==> config.mk <==
export PLATFORM = sky130hd
export DESIGN_NAME = alu_cmd_sequencer_flat
export DESIGN_NICKNAME = d
export VERILOG_FILES = /design/src/rtl/alu_cmd_sequencer_if.sv /design/src/rtl/alu_cmd_sequencer.sv /design/src/flat_wrapper.sv
export SDC_FILE = /design/constraint.sdc
export NUM_CORES = 1
export LEC_CHECK = 0
export CAP_MARGIN = 10
export CORE_UTILIZATION = 57
export DETAILED_ROUTE_END_ITERATION = 10
export PLACE_DENSITY = 0.79
export SKIP_LAST_GASP = 1
export SLEW_MARGIN = 20
export SYNTH_ARGS = -nofsm -noshare
export SYNTH_HDL_FRONTEND = slang
export SYNTH_SLANG_ARGS = --single-unit
==> constraint.sdc <==
create_clock -name clk -period 3.58 [get_ports clk]
set_input_delay 0.537 -clock clk [delete_from_list [all_inputs] [get_ports clk]]
set_output_delay 0.537 -clock clk [all_outputs]
set_load 0.02 [all_outputs]
==> src/rtl/alu_cmd_sequencer_if.sv <==
// alu_cmd_sequencer_if: request, response and ALU-side signals of the ALU command sequencer
interface alu_cmd_sequencer_if #(parameter int TAG_W = 4);
  logic             cmd_valid, cmd_ready;
  logic [15:0]      cmd_a, cmd_b;
  logic [3:0]       cmd_fun;
  logic [TAG_W-1:0] cmd_tag;
  logic [15:0]      alu_a, alu_b, alu_out;
  logic [3:0]       alu_fun;
  logic [4:0]       alu_flags;
  logic             rsp_valid, rsp_ready, rsp_err;
  logic [15:0]      rsp_data;
  logic [4:0]       rsp_flags;
  logic [TAG_W-1:0] rsp_tag;
  modport slave (
    input  cmd_valid, cmd_a, cmd_b, cmd_fun, cmd_tag, alu_out, alu_flags, rsp_ready,
    output cmd_ready, alu_a, alu_b, alu_fun, rsp_valid, rsp_data, rsp_flags, rsp_tag, rsp_err
  );
  modport master (
    output cmd_valid, cmd_a, cmd_b, cmd_fun, cmd_tag, alu_out, alu_flags, rsp_ready,
    input  cmd_ready, alu_a, alu_b, alu_fun, rsp_valid, rsp_data, rsp_flags, rsp_tag, rsp_err
  );
endinterface

==> src/rtl/alu_cmd_sequencer.sv <==
// alu_cmd_sequencer: buffers tagged ALU requests, issues them to the registered ALU and returns results in order
// Optional divide-by-zero guard enabled by defining ALU_SEQ_DIV0_GUARD_EN
module alu_cmd_sequencer #(
  parameter int CMD_DEPTH = 4,
  parameter int RSP_DEPTH = 4,
  parameter int TAG_W     = 4
) (
  input logic                clk,
  input logic                rst_n,
  alu_cmd_sequencer_if.slave bus
);
  localparam int CAW = $clog2(CMD_DEPTH);
  localparam int RAW = $clog2(RSP_DEPTH);
  typedef struct packed {
    logic [15:0]      a;
    logic [15:0]      b;
    logic [3:0]       fun;
    logic [TAG_W-1:0] tag;
  } cmd_t;
  typedef struct packed {
    logic [15:0]      data;
    logic [4:0]       flags;
    logic [TAG_W-1:0] tag;
    logic             err;
  } rsp_t;
  cmd_t             cmd_mem_q [CMD_DEPTH];
  rsp_t             rsp_mem_q [RSP_DEPTH];
  logic [CAW:0]     cmd_wr_q, cmd_rd_q;
  logic [RAW:0]     rsp_wr_q, rsp_rd_q, rsp_cnt;
  logic             s1_v_q, s2_v_q, s1_err_q, s2_err_q;
  logic [TAG_W-1:0] s1_tag_q, s2_tag_q;
  logic [15:0]      alu_a_q, alu_b_q;
  logic [3:0]       alu_fun_q;
  logic             cmd_full, cmd_empty, rsp_full, push, issue, rsp_pop, div0;
  cmd_t             head;
  rsp_t             cap;
  assign head      = cmd_mem_q[cmd_rd_q[CAW-1:0]];
  assign cmd_empty = cmd_wr_q == cmd_rd_q;
  assign cmd_full  = cmd_wr_q == {~cmd_rd_q[CAW], cmd_rd_q[CAW-1:0]};
  assign rsp_cnt   = rsp_wr_q - rsp_rd_q;
  assign rsp_full  = rsp_cnt[RAW];
  assign push      = bus.cmd_valid && !cmd_full;
  assign rsp_pop   = bus.rsp_valid && bus.rsp_ready;
  // Credits ignore a same-cycle response pop, so a captured result always finds room
  assign issue     = !cmd_empty && (int'(rsp_cnt) + int'(s1_v_q) + int'(s2_v_q) < RSP_DEPTH);
`ifdef ALU_SEQ_DIV0_GUARD_EN
  assign div0 = head.fun == 4'b0011 && head.b == 16'h0000;
`else
  assign div0 = 1'b0;
`endif
  assign cap = s2_err_q ? rsp_t'{16'hFFFF, 5'b01000, s2_tag_q, 1'b1}
                        : rsp_t'{bus.alu_out, bus.alu_flags, s2_tag_q, 1'b0};
  assign bus.cmd_ready = !cmd_full;
  assign bus.alu_a     = alu_a_q;
  assign bus.alu_b     = alu_b_q;
  assign bus.alu_fun   = alu_fun_q;
  assign bus.rsp_valid = rsp_wr_q != rsp_rd_q;
  assign {bus.rsp_data, bus.rsp_flags, bus.rsp_tag, bus.rsp_err} = rsp_mem_q[rsp_rd_q[RAW-1:0]];
  always_ff @(posedge clk or negedge rst_n)
    if (!rst_n) begin
      for (int i = 0; i < CMD_DEPTH; i++) cmd_mem_q[i] <= '0;
      for (int i = 0; i < RSP_DEPTH; i++) rsp_mem_q[i] <= '0;
      cmd_wr_q  <= '0;
      cmd_rd_q  <= '0;
      rsp_wr_q  <= '0;
      rsp_rd_q  <= '0;
      s1_v_q    <= 1'b0;
      s2_v_q    <= 1'b0;
      s1_err_q  <= 1'b0;
      s2_err_q  <= 1'b0;
      s1_tag_q  <= '0;
      s2_tag_q  <= '0;
      alu_a_q   <= '0;
      alu_b_q   <= '0;
      alu_fun_q <= 4'hF;
    end else begin
      if (push) begin
        cmd_mem_q[cmd_wr_q[CAW-1:0]] <= cmd_t'{bus.cmd_a, bus.cmd_b, bus.cmd_fun, bus.cmd_tag};
        cmd_wr_q <= cmd_wr_q + (CAW+1)'(1);
      end
      if (issue) begin
        cmd_rd_q <= cmd_rd_q + (CAW+1)'(1);
        alu_a_q  <= head.a;
        alu_b_q  <= head.b;
      end
      alu_fun_q <= issue && !div0 ? head.fun : 4'hF;
      s1_v_q    <= issue;
      s1_tag_q  <= head.tag;
      s1_err_q  <= issue && div0;
      s2_v_q    <= s1_v_q;
      s2_tag_q  <= s1_tag_q;
      s2_err_q  <= s1_err_q;
      if (s2_v_q) begin
        rsp_mem_q[rsp_wr_q[RAW-1:0]] <= cap;
        rsp_wr_q <= rsp_wr_q + (RAW+1)'(1);
      end
      if (rsp_pop) rsp_rd_q <= rsp_rd_q + (RAW+1)'(1);
    end
  assert property (@(posedge clk) disable iff (!rst_n) !(s2_v_q && rsp_full));
endmodule

==> src/flat_wrapper.sv <==
// flat-port wrapper written by rule: the top's interface ports become plain ports
module alu_cmd_sequencer_flat 
#(
  parameter int CMD_DEPTH = 4,
  parameter int RSP_DEPTH = 4,
  parameter int TAG_W     = 4
)
  (clk, rst_n, bus_cmd_valid, bus_cmd_a, bus_cmd_b, bus_cmd_fun, bus_cmd_tag, bus_alu_out, bus_alu_flags, bus_rsp_ready, bus_cmd_ready, bus_alu_a, bus_alu_b, bus_alu_fun, bus_rsp_valid, bus_rsp_data, bus_rsp_flags, bus_rsp_tag, bus_rsp_err);
  alu_cmd_sequencer_if #(.TAG_W(TAG_W)) bus_i ();
  input logic clk;
  input logic rst_n;
  input wire logic [$bits(bus_i.cmd_valid)-1:0] bus_cmd_valid;
  input wire logic [$bits(bus_i.cmd_a)-1:0] bus_cmd_a;
  input wire logic [$bits(bus_i.cmd_b)-1:0] bus_cmd_b;
  input wire logic [$bits(bus_i.cmd_fun)-1:0] bus_cmd_fun;
  input wire logic [$bits(bus_i.cmd_tag)-1:0] bus_cmd_tag;
  input wire logic [$bits(bus_i.alu_out)-1:0] bus_alu_out;
  input wire logic [$bits(bus_i.alu_flags)-1:0] bus_alu_flags;
  input wire logic [$bits(bus_i.rsp_ready)-1:0] bus_rsp_ready;
  output wire logic [$bits(bus_i.cmd_ready)-1:0] bus_cmd_ready;
  output wire logic [$bits(bus_i.alu_a)-1:0] bus_alu_a;
  output wire logic [$bits(bus_i.alu_b)-1:0] bus_alu_b;
  output wire logic [$bits(bus_i.alu_fun)-1:0] bus_alu_fun;
  output wire logic [$bits(bus_i.rsp_valid)-1:0] bus_rsp_valid;
  output wire logic [$bits(bus_i.rsp_data)-1:0] bus_rsp_data;
  output wire logic [$bits(bus_i.rsp_flags)-1:0] bus_rsp_flags;
  output wire logic [$bits(bus_i.rsp_tag)-1:0] bus_rsp_tag;
  output wire logic [$bits(bus_i.rsp_err)-1:0] bus_rsp_err;
  assign bus_i.cmd_valid = bus_cmd_valid;
  assign bus_i.cmd_a = bus_cmd_a;
  assign bus_i.cmd_b = bus_cmd_b;
  assign bus_i.cmd_fun = bus_cmd_fun;
  assign bus_i.cmd_tag = bus_cmd_tag;
  assign bus_i.alu_out = bus_alu_out;
  assign bus_i.alu_flags = bus_alu_flags;
  assign bus_i.rsp_ready = bus_rsp_ready;
  assign bus_cmd_ready = bus_i.cmd_ready;
  assign bus_alu_a = bus_i.alu_a;
  assign bus_alu_b = bus_i.alu_b;
  assign bus_alu_fun = bus_i.alu_fun;
  assign bus_rsp_valid = bus_i.rsp_valid;
  assign bus_rsp_data = bus_i.rsp_data;
  assign bus_rsp_flags = bus_i.rsp_flags;
  assign bus_rsp_tag = bus_i.rsp_tag;
  assign bus_rsp_err = bus_i.rsp_err;
  alu_cmd_sequencer #(.CMD_DEPTH(CMD_DEPTH), .RSP_DEPTH(RSP_DEPTH), .TAG_W(TAG_W)) u_core (.clk(clk), .rst_n(rst_n), .bus(bus_i));
endmodule
==> impl_metrics.ini <==
[floorplanning]
io_pins = 129
start_util_pct = 57.9
core_area_um2 = 23400
die_area_um2 = 24400
row_count = 56
die_y_um = 156
dieWidth_um = 156

[synth]
synth_top_area_share_pct = 58.0
ys_async_sr_fraction_pct = 100
synth-seq-cells = 318
yosysMostFrequentCell = dfrtp_1
synth_edf_count = 0
synth_area_leaders = dfrtp_1, mux2_2, mux4_2
avgSynthCellArea_um2 = 17.2
yosysSeqAreaShare_pct = 58.8
yosysTopAreaCell = dfrtp_1
netlist_area_um2 = 13600
synth_fp_nets = 869
ys.flop_type = dfrtp_1
synth.distinct_cells = 27
yosys_warnings = 0
synthCells = 789
ys_top_cells_by_count = dfrtp_1, mux2_2, mux4_2, buf_2, clkbuf_1

[power_and_ir_drop]
p_sw_share_pct = 32.1
power.density_nw_per_um2 = 1120
switching_power_mw = 5.87
vdd_drop_max_uv = 689
comb_power_share_pct = 46.1
pwr-share-clk_pct = 18.1
p_leak_nw = 6.87
p_seq_share_pct = 35.8
p_int_mw = 12.4
total_power_mw = 18.3

[cts]
cts_root_buf = clkbuf_16
cts_buffers = 34
cts_setup_buffers = 0
clk_pin_slew_ps = 60
clk_latency_ps = 500
ctsResizeCount = 0
clock_path_buffers = 3
cts_sinks = 318
htree_num_levels = 2
cts_hold_buf = 0
cts_tree = done

[cells_and_area]
syn_to_final_growth_pct = 20.1
ff_latch_area_um2 = 7970
layout.nets = 1006
drive_above_1_share_pct = 46.6
antenna_cells = 0
multiInputGateArea_um2 = 5300
n_fill_cell = 1540

[global_routing]
grt_pass1_wl_um = 44200
grt_antenna_before_repair = 0
grtUsageTotal_pct = 23.6
overflow = 0
grt_pass1_vias = 8313
grt_max_degree = 135

[routing]
vias_per_cell = 5.68
ant_nets = 0
drt_iter0_drc = 308
wl_per_cell_um = 21.2
drc = 0
vias = 7211
dr.pass1.iters = 4
wirelength_um = 26900

[setup_path]
cp_max_fo = 39
reg2regPathDepth = 9
end_kind = flop
timing.rr.start = u_core.rsp_wr_q[0]
start_kind = flop
critical_path_class = reg -> reg
reg2reg_slack_ps = 490
arrival_ps = 3470
worst_r2r_endpoint = u_core.bus.alu_b[4]
crit_required_ps = 3960

[sta]
worst_slew_pin_slew_ps = 901
hold_viol_final = 1
holdWs_ps = -5.19
skew_ps = 14.0
maxSlewViolCount = 0
fmax_mhz = 324
fin_crit_sh_pct = 86.3
period_needed_ps = 3090
setup_tns_ps = 0
setup_viol = 0
relSlewSlack_pct = 39.9
rsz0062_at_grt = false

[job]
drv_cap = 0

[worst_hold_path]
hold_class = in -> async

[placed_design]
dpl.hpwl_um = 16700
globalplace.congestion = 0.747
io_buffers = 127

[status]
status = finished with violations
failed_checks = negative hold slack
-- kinds of logic after synthesis --
kind of cell    share of synthesized area [%]
other cells                            0.0277
buf+inv                                  2.22
flops                                    58.8
mux                                      35.4
compound gates                          0.286
simple gates                            0.905
fa+ha+maj                                1.44
xor+xnor                                0.942
-- power groups by stage --
stage	registers (mW)	logic, mW	clock network, mW
2_1_floorplan	6.44	6.27	0
6_report	6.54	8.42	3.31
4_1_cts	6.52	8.58	3.38
3_5_place_dp	6.57	8.52	0
5_1_grt	6.74	9.04	3.52
3_3_place_gp	6.35	8.17	0
-- placed cells by master, fill, tap and decap left out, types with 4 or more instances in the layout --
| master | count |
|---|---|
| dfrtp_1 | 311 |
| nand2_1 | 7 |
| inv_1 | 10 |
| mux2_2 | 290 |
| buf_12 | 5 |
| mux4_2 | 65 |
| mux2_4 | 4 |
| clkbuf_16 | 37 |
| nand2_2 | 4 |
| xnor2_1 | 10 |
| or2_2 | 4 |
| clkbuf_8 | 4 |
| clkdlybuf4s50_1 | 126 |
| nand3_1 | 4 |
| ha_1 | 14 |
| dfstp_2 | 4 |
| clkinv_2 | 4 |
| clkbuf_1 | 14 |
| buf_4 | 14 |
-- sequential cells by signal, indices dropped and copies added, names as in the netlist --
| signal | count |
|---|---|
| u_core.cmd_mem_q | 160 |
| u_core.rsp_rd_q | 3 |
| u_core.cmd_wr_q | 3 |
| u_core.cmd_rd_q | 3 |
| u_core.s2_v_q | 1 |
| u_core.s1_tag_q | 4 |
| u_core.bus.alu_b | 16 |
| u_core.rsp_mem_q | 100 |
| u_core.bus.alu_a | 16 |
| u_core.bus.alu_fun | 4 |
| u_core.s2_tag_q | 4 |
| u_core.s1_v_q | 1 |
| u_core.rsp_wr_q | 3 |
-- per-layer routing --
layer	part of all wire (%)	wire length [um]	GRT usage, %
met2	53	14300	42.4
met5	0	0	0
met4	1.8	482	6.12
met3	4.8	1290	4.67
met1	40	10900	29.0
-- critical path: stages, from the launching register on --
cell and delay (ps):
dfrtp_1 410, inv_1 140, ha_1 160, inv_1 60, fa_1 560, ha_1 170, a21boi_0 190, mux2i_1 120
nand3b_4 630, mux2_2 500
-- worst max-delay path by stage --
| stage | start | to | cells after the start |
|---|---|---|---|
| 2_1_floorplan | u_core.rsp_rd_q[1] | u_core.bus.alu_b[11] | 11 |
| 3_3_place_gp | u_core.rsp_wr_q[0] | u_core.bus.alu_b[12] | 9 |
| 3_5_place_dp | u_core.rsp_wr_q[0] | u_core.bus.alu_a[12] | 9 |
| 4_1_cts | u_core.rsp_wr_q[0] | u_core.bus.alu_a[2] | 9 |
| 5_1_grt | u_core.rsp_wr_q[0] | u_core.bus.alu_a[2] | 9 |
| 6_report | u_core.rsp_wr_q[0] | u_core.bus.alu_b[4] | 9 |
-- stage by stage --
step	utilization [%]	instance area, um2	setup WS [ps]	hold slack [ps]	std cells
after floorplan	-	13600	695	241	789
after global placement	64.9	15200	582	333	1208
after detailed placement	64.9	15200	480	335	1208
after CTS	69.4	16200	422	225	1268
after global routing	69.5	16300	287	22.6	1269
final	69.5	16300	489	-5.19	1269
-- final cells by class --
class	count	area share, %
Timing Repair Buffer	147	9.27
Sequential cell	318	49.0
Inverter	10	0.231
Multi-Input combinational cell	415	32.6
Tap cell	319	2.45
Clock inverter	5	0.169
Clock buffer	55	6.35
Note: power is estimated with default switching activity, not from simulation.
